===== src/rtl/pos_vec_decoder.sv =====
// Rebuilds a bit vector from a framed stream of set-bit positions (lowest-first),
// reporting beat count and an ordering error through a one-deep output register.
module pos_vec_decoder #(
  parameter  int POS_W = 2,
  localparam int VEC_W = 2**POS_W,
  localparam int CNT_W = POS_W + 1
) (
  input  logic             clk,
  input  logic             areset,
  input  logic             in_valid,
  output logic             in_ready,
  input  logic [POS_W-1:0] in_pos,
  input  logic             in_last,
  output logic             out_valid,
  input  logic             out_ready,
  output logic [VEC_W-1:0] out_vec,
  output logic [CNT_W-1:0] out_count,
  output logic             out_err
);

  typedef enum logic {IDLE = 1'b0, ACCUM = 1'b1} phase_t;

  localparam logic [CNT_W-1:0] CNT_MAX = '1;
  localparam logic [VEC_W-1:0] ONE     = {{(VEC_W-1){1'b0}}, 1'b1};

  phase_t           phase_q, phase_d;
  logic [VEC_W-1:0] acc_q, acc_d;
  logic [POS_W-1:0] prev_q, prev_d;
  logic [CNT_W-1:0] cnt_q, cnt_d;
  logic             err_q, err_d;
  logic             out_valid_q, out_valid_d;
  logic [VEC_W-1:0] out_vec_q, out_vec_d;
  logic [CNT_W-1:0] out_count_q, out_count_d;
  logic             out_err_q, out_err_d;

  logic             accept;
  logic [VEC_W-1:0] acc_beat;
  logic [CNT_W-1:0] cnt_beat;
  logic             err_beat;

  always_ff @(posedge clk or posedge areset) begin
    if (areset) begin
      phase_q     <= IDLE;
      acc_q       <= '0;
      prev_q      <= '0;
      cnt_q       <= '0;
      err_q       <= 1'b0;
      out_valid_q <= 1'b0;
      out_vec_q   <= '0;
      out_count_q <= '0;
      out_err_q   <= 1'b0;
    end else begin
      phase_q     <= phase_d;
      acc_q       <= acc_d;
      prev_q      <= prev_d;
      cnt_q       <= cnt_d;
      err_q       <= err_d;
      out_valid_q <= out_valid_d;
      out_vec_q   <= out_vec_d;
      out_count_q <= out_count_d;
      out_err_q   <= out_err_d;
    end
  end

  always_comb begin
    // out_ready -> in_ready is the only combinational path through the block
    in_ready = !out_valid_q || out_ready;
    accept   = in_valid && in_ready;
    acc_beat = acc_q | (ONE << in_pos);
    cnt_beat = (cnt_q == CNT_MAX) ? cnt_q : cnt_q + 1'b1;
    err_beat = err_q | ((phase_q == ACCUM) && (in_pos <= prev_q));

    phase_d     = phase_q;
    acc_d       = acc_q;
    prev_d      = prev_q;
    cnt_d       = cnt_q;
    err_d       = err_q;
    out_valid_d = out_valid_q;
    out_vec_d   = out_vec_q;
    out_count_d = out_count_q;
    out_err_d   = out_err_q;

    if (out_valid_q && out_ready) out_valid_d = 1'b0;

    if (accept) begin
      if (in_last) begin
        out_valid_d = 1'b1;
        out_vec_d   = acc_beat;
        out_count_d = cnt_beat;
        out_err_d   = err_beat;
        phase_d     = IDLE;
        acc_d       = '0;
        prev_d      = '0;
        cnt_d       = '0;
        err_d       = 1'b0;
      end else begin
        phase_d = ACCUM;
        acc_d   = acc_beat;
        prev_d  = in_pos;
        cnt_d   = cnt_beat;
        err_d   = err_beat;
      end
    end
  end

  assign out_valid = out_valid_q;
  assign out_vec   = out_vec_q;
  assign out_count = out_count_q;
  assign out_err   = out_err_q;

endmodule


===== config.mk =====
export PLATFORM = sky130hd
export DESIGN_NAME = pos_vec_decoder
export DESIGN_NICKNAME = d
export VERILOG_FILES = /design/src/rtl/pos_vec_decoder.sv
export SDC_FILE = /design/constraint.sdc
export NUM_CORES = 1
export LEC_CHECK = 0
export ABC_AREA = 1
export ABC_CLOCK_PERIOD_IN_PS = 2029
export CELL_PAD_IN_SITES_DETAIL_PLACEMENT = 0
export CELL_PAD_IN_SITES_GLOBAL_PLACEMENT = 1
export CORE_MARGIN = 10
export CORE_UTILIZATION = 40
export DETAILED_ROUTE_END_ITERATION = 7
export PLACE_DENSITY_LB_ADDON = 0.3
export SYNTH_ARGS = -nofsm -noshare
export SYNTH_HDL_FRONTEND = slang
export SYNTH_SLANG_ARGS = --single-unit

===== constraint.sdc =====
create_clock -name clk -period 2.03 [get_ports clk]
set_input_delay 0.406 -clock clk [delete_from_list [all_inputs] [get_ports clk]]
set_output_delay 0.406 -clock clk [all_outputs]
set_load 0.02 [all_outputs]

=== After elaboration in Yosys (flattened, before gate mapping) ===
Index checks and enable logic that the tools add are counted.

* Flip-flop bits (word level): 20
* Input bits: 7
* Output and inout bits: 10
* Logic and storage cells: 30

* Add/sub/neg operators: 1
* Magnitude comparators: 1
* Equality and inequality tests: 1
* Shift-type cells: 1
* Muxes and demuxes: 9
* Bitwise operators: 2
* Reduce and logical (&&, ||, !) cells: 6

{| class="wikitable"
|+ Operators by type and width
! cell !! count
|-
| 3-bit 2-to-1 mux || 2
|-
| 1-bit 2-to-1 mux || 5
|-
| 4-bit 2-to-1 mux || 1
|-
| 4-bit bitwise OR || 1
|-
| 1-bit by 2-bit left shift with 4-bit output, first input constant || 1
|-
| 3-bit by 1-bit adder with 3-bit output, second input constant || 1
|-
| 3-bit equality test, second input constant || 1
|-
| 1-bit logical AND || 3
|-
| 2-bit <= comparator || 1
|-
| 2-bit 2-to-1 mux || 1
|-
| 2-bit AND reduction || 1
|-
| 1-bit zero test || 1
|-
| 1-bit logical OR || 1
|-
| 1-bit bitwise OR || 1
|}

=== Longest topological paths before layout ===
* Depth in word-level cells: 4
* Gate-level depth with buffers: 10
* Depth with buffers taken out: 10

=== Least setup slack after synthesis ===
OpenSTA, ideal clock, no wires.

* Path type: flip-flop to flip-flop
* From: register out_valid_q (netlist: out_valid)
* To: register out_vec_q[3] (netlist: out_vec[3])
* Library setup time: 123 ps
* Arrival time: 1169 ps
* Data required time: 1907 ps
* Path slack: 737 ps
* Cell stages (with the launch flop): 8
* Buffers on the path: 1
* Clock period less this slack: 1293 ps
* Cell sequence: dfrtp_1 > nand2_4 > nand2_4 > nor2_8 > inv_2 > buf_6 > nand2_1 > o21ai_2

* Cells in the longest elaborated chain, start to end: 4

{| class="wikitable"
|+ RTL lines
! element !! RTL line !! RTL
|-
| from (decl) || 31 || <nowiki>logic out_valid_q, out_valid_d;</nowiki>
|-
| from (signal assigned) || 58 || <nowiki>out_valid_q <= out_valid_d;</nowiki>
|-
| 1-bit zero test || 67 || <nowiki>in_ready = !out_valid_q || out_ready;</nowiki>
|-
| 1-bit logical OR || 67 ||
|-
| via in_ready || 11 || <nowiki>output logic in_ready,</nowiki>
|-
| 1-bit logical AND || 68 || <nowiki>accept = in_valid && in_ready;</nowiki>
|-
| 2-bit AND reduction (no line) || - ||
|-
| to (signal assigned) || 59 || <nowiki>out_vec_q <= out_vec_d;</nowiki>
|-
| to (decl) || 32 || <nowiki>logic [VEC_W-1:0] out_vec_q, out_vec_d;</nowiki>
|}

The timed path passes the listed nets, and every way through them passes these cells.
A chain may end at the register's enable or synchronous reset.

=== Worst setup path after layout ===
* From: register out_valid_q (netlist: out_valid)
* To: output out_valid

{| class="wikitable"
|+ RTL lines
! element !! RTL line !! RTL
|-
| to (decl) || 14 || <nowiki>output logic out_valid,</nowiki>
|}

No word-level cell between the ends.

==> results.py <==
metrics = {
    "outcome": {
        "status": "finished, final reports clean",
    },
    "global_route": {
        "first_global_vias": 727,
        "grt.overflow.total": 0,
        "grt_use_total": 0.0893,
        "grt_start_max_net_pins": 21,
        "antenna_found_initial": 0,
        "grt_pass1_wl_um": 3210,
    },
    "synthesis": {
        "ys.warnings.count": 0,
        "yosysTopAreaCellShare": 0.542,
        "synth.cell_area_um2": 923,
        "synth_compound_area_frac": 0.115,
        "synthTopCellsByCount": "nand2_1, dfrtp_1, inv_1",
        "synth_adder_area_share": 0.0407,
        "seq_area_frac_synth": 0.542,
        "ys.flop_type": "dfrtp_1",
        "synth_cells": 103,
        "synth.area.mux_share": 0,
        "synth-seq-cells": 20,
        "synthSimpleGateAreaFrac": 0.211,
        "synth_area_leaders": "dfrtp_1, nand2_1, inv_1",
        "synth.distinct_cells": 18,
        "syn_area_per_cell_um2": 8.96,
        "syn_nets": 113,
        "yosysTopAreaCell": "dfrtp_1",
        "synth.most_common_cell": "nand2_1",
        "synth-xor-area-share": 0.00949,
        "synth_edf_count": 0,
        "synth_top_family_by_area": "simple AND/OR/NAND/NOR gates",
        "synthArstFlopShare": 1.00,
    },
    "route": {
        "drt-total-wl_um": 1800,
        "dr.first_iter.drc_count": 64,
        "ant_nets": 0,
        "vias_per_cell": 4.71,
        "wl_per_cell_um": 11.7,
        "vias": 721,
        "dr.pass1.iters": 4,
        "dr.max_layer_used": "met4",
        "wl_met3_um": 108,
        "drt-met1-wl_um": 757,
        "met2_length_um": 898,
        "drc": 0,
    },
    "placed_design": {
        "post-dp-hpwl_um": 1370,
        "io_buffers": 16,
        "place.gp.congestion": 0.747,
        "dp_cells": 149,
    },
    "pwr": {
        "cellPowerDensity_nw_per_um2": 886,
        "leakagePower_nw": 0.602,
        "vdd_drop_max_mv": 0.466,
    },
    "critical_path": {
        "slowest_delay_ns": 0.64,
        "worstPathMaxFanout": 3,
        "crit_end": "out_valid",
        "crit_chain": "clkdlybuf4s50_1",
        "rr_startpoint": "out_valid",
        "end_kind": "output port",
        "crit_slowest_cell": "clkdlybuf4s50_1",
        "crit_start": "out_valid",
        "crit_required_ns": 1.62,
        "path_buf_inv": 1,
        "reg2reg_slack_ns": 0.66,
        "r2r_end": "err_q",
        "rr_worst_depth": 7,
        "crit_family": "buffers and inverters",
        "critPathArrivalTime_ns": 1.39,
        "worst-setup-path-type": "register to output port",
        "crit_cells": 1,
        "startpoint_type": "register",
    },
    "final_layout": {
        "fin_nets": 136,
        "fin_cells": 153,
        "diodes": 0,
        "area_growth_syn_to_layout_pct": 26.6,
        "fillers": 222,
        "drive_gt1_frac": 0.112,
    },
    "floorplan": {
        "start_util": 0.417,
        "fp.dieW_um": 68.0,
        "ioPinCount": 17,
        "core_area_um2": 2210,
        "chipHeight_um": 68.0,
        "rows": 17,
        "die-area_um2": 4630,
    },
    "clock_tree": {
        "numCtsBuffers": 3,
        "cts_root_buffer": "clkbuf_4",
        "path_clk_slew_ns": 0.12,
        "holdBufCountCts": 0,
        "cts_tree": "done",
        "clkLatencyLatePin_ns": 0.30,
        "htree_levels": 1,
        "clockBufferDepth": 2,
        "clkSinkCount": 20,
    },
    "sta": {
        "finalSetupViolCount": 0,
        "rsz0062_at_grt": "false",
        "min_period_ns": 1.80,
        "slew_viol_final": 0,
        "clock-skew-final_ns": 0.00750,
        "final_hold_viol_count": 0,
        "fin_tns_setup_ns": 0,
        "max_clock_freq_mhz": 557,
        "finalCritPeriodShare": 0.885,
        "maxSlewHeadroom": 0.825,
        "worstMarginPinSlew_ns": 0.261,
    },
    "run": {
        "drv_cap": 0,
    },
    "worst_hold_path": {
        "hold_path.class": "input pin to async pin",
    },
}
-- worst min-delay path by stage --
| stage | end | cells after the start | from | slack [ns] |
|---|---|---|---|---|
| floorplan | acc_q[0] | 1 | areset | 0.37 |
| CTS | out_vec[2] | 3 | areset | 0.42 |
| global placement | out_vec[0] | 2 | out_vec[0] | 0.45 |
| detailed placement | out_count[2] | 2 | out_count[2] | 0.46 |
| global route | out_vec[2] | 3 | areset | 0.44 |
| finish | out_vec[2] | 3 | areset | 0.42 |
-- final cells by class --
cell class,instances,area [um2],share of cell area
Clock buffer,4,36.3,0.0310
Inverter,17,63.8,0.0546
Multi-Input combinational cell,65,348,0.298
Sequential cell,20,500,0.428
Tap cell,28,35.0,0.0300
Timing Repair Buffer,19,185,0.158
-- report_power, final --
| part | switching, mW | internal (mW) |
|---|---|---|
| logic | 0.169 | 0.137 |
| registers | 0.0326 | 0.463 |
| clock network | 0.124 | 0.109 |
-- cell families (layout without fill, tap and decap cells) --
kind of cell    after synthesis  in the layout
fa+ha+maj                     3              3
xor+xnor                      1              1
flops                        20             20
buf+inv                      18             40
simple gates                 43             43
compound gates               18             18
-- timing repair --
item / in CTS / in global routing
setup endpoints to repair: 0 / 1
setup buffers: 0 / 0
gates resized for setup: 0 / 1
-- per-layer routing --
metal,GRT usage,vias up
met4,0.0452,0
li1,-,365
met1,0.0959,334
met3,0.0245,4
met5,0,-
met2,0.157,18
-- state kept, by name, indices dropped and copies added, names as in the netlist --
| register | flops |
|---|---|
| acc_q | 4 |
| cnt_q | 3 |
| err_q | 1 |
| out_count | 3 |
| out_err | 1 |
| out_valid | 1 |
| out_vec | 4 |
| phase_q | 1 |
| prev_q | 2 |
-- metrics by stage --
stage,setup WS [ns],total power [mW],utilization,instance area (um2),hold slack (ns)
after floorplan,0.737,0.686,-,923,0.370
after global placement,0.0330,0.810,0.511,1130,0.455
after detailed placement,0.00998,0.818,0.511,1130,0.457
after CTS,0.00970,1.05,0.527,1170,0.424
after global routing,0.144,1.11,0.528,1170,0.442
final,0.233,1.04,0.528,1170,0.417
-- layout by cell type, fill, tap and decap left out, drive strengths merged --
cell	instances
xor2	1
inv	17
buf	3
ha	3
clkbuf	4
nand3	1
nand2	38
dfrtp	20
nor3	1
a21oi	5
a21boi	1
nor2	3
o22ai	2
o21ai	10
dlymetal6s2s	1
clkdlybuf4s50	15
Note: power is estimated with default switching activity, not from simulation.
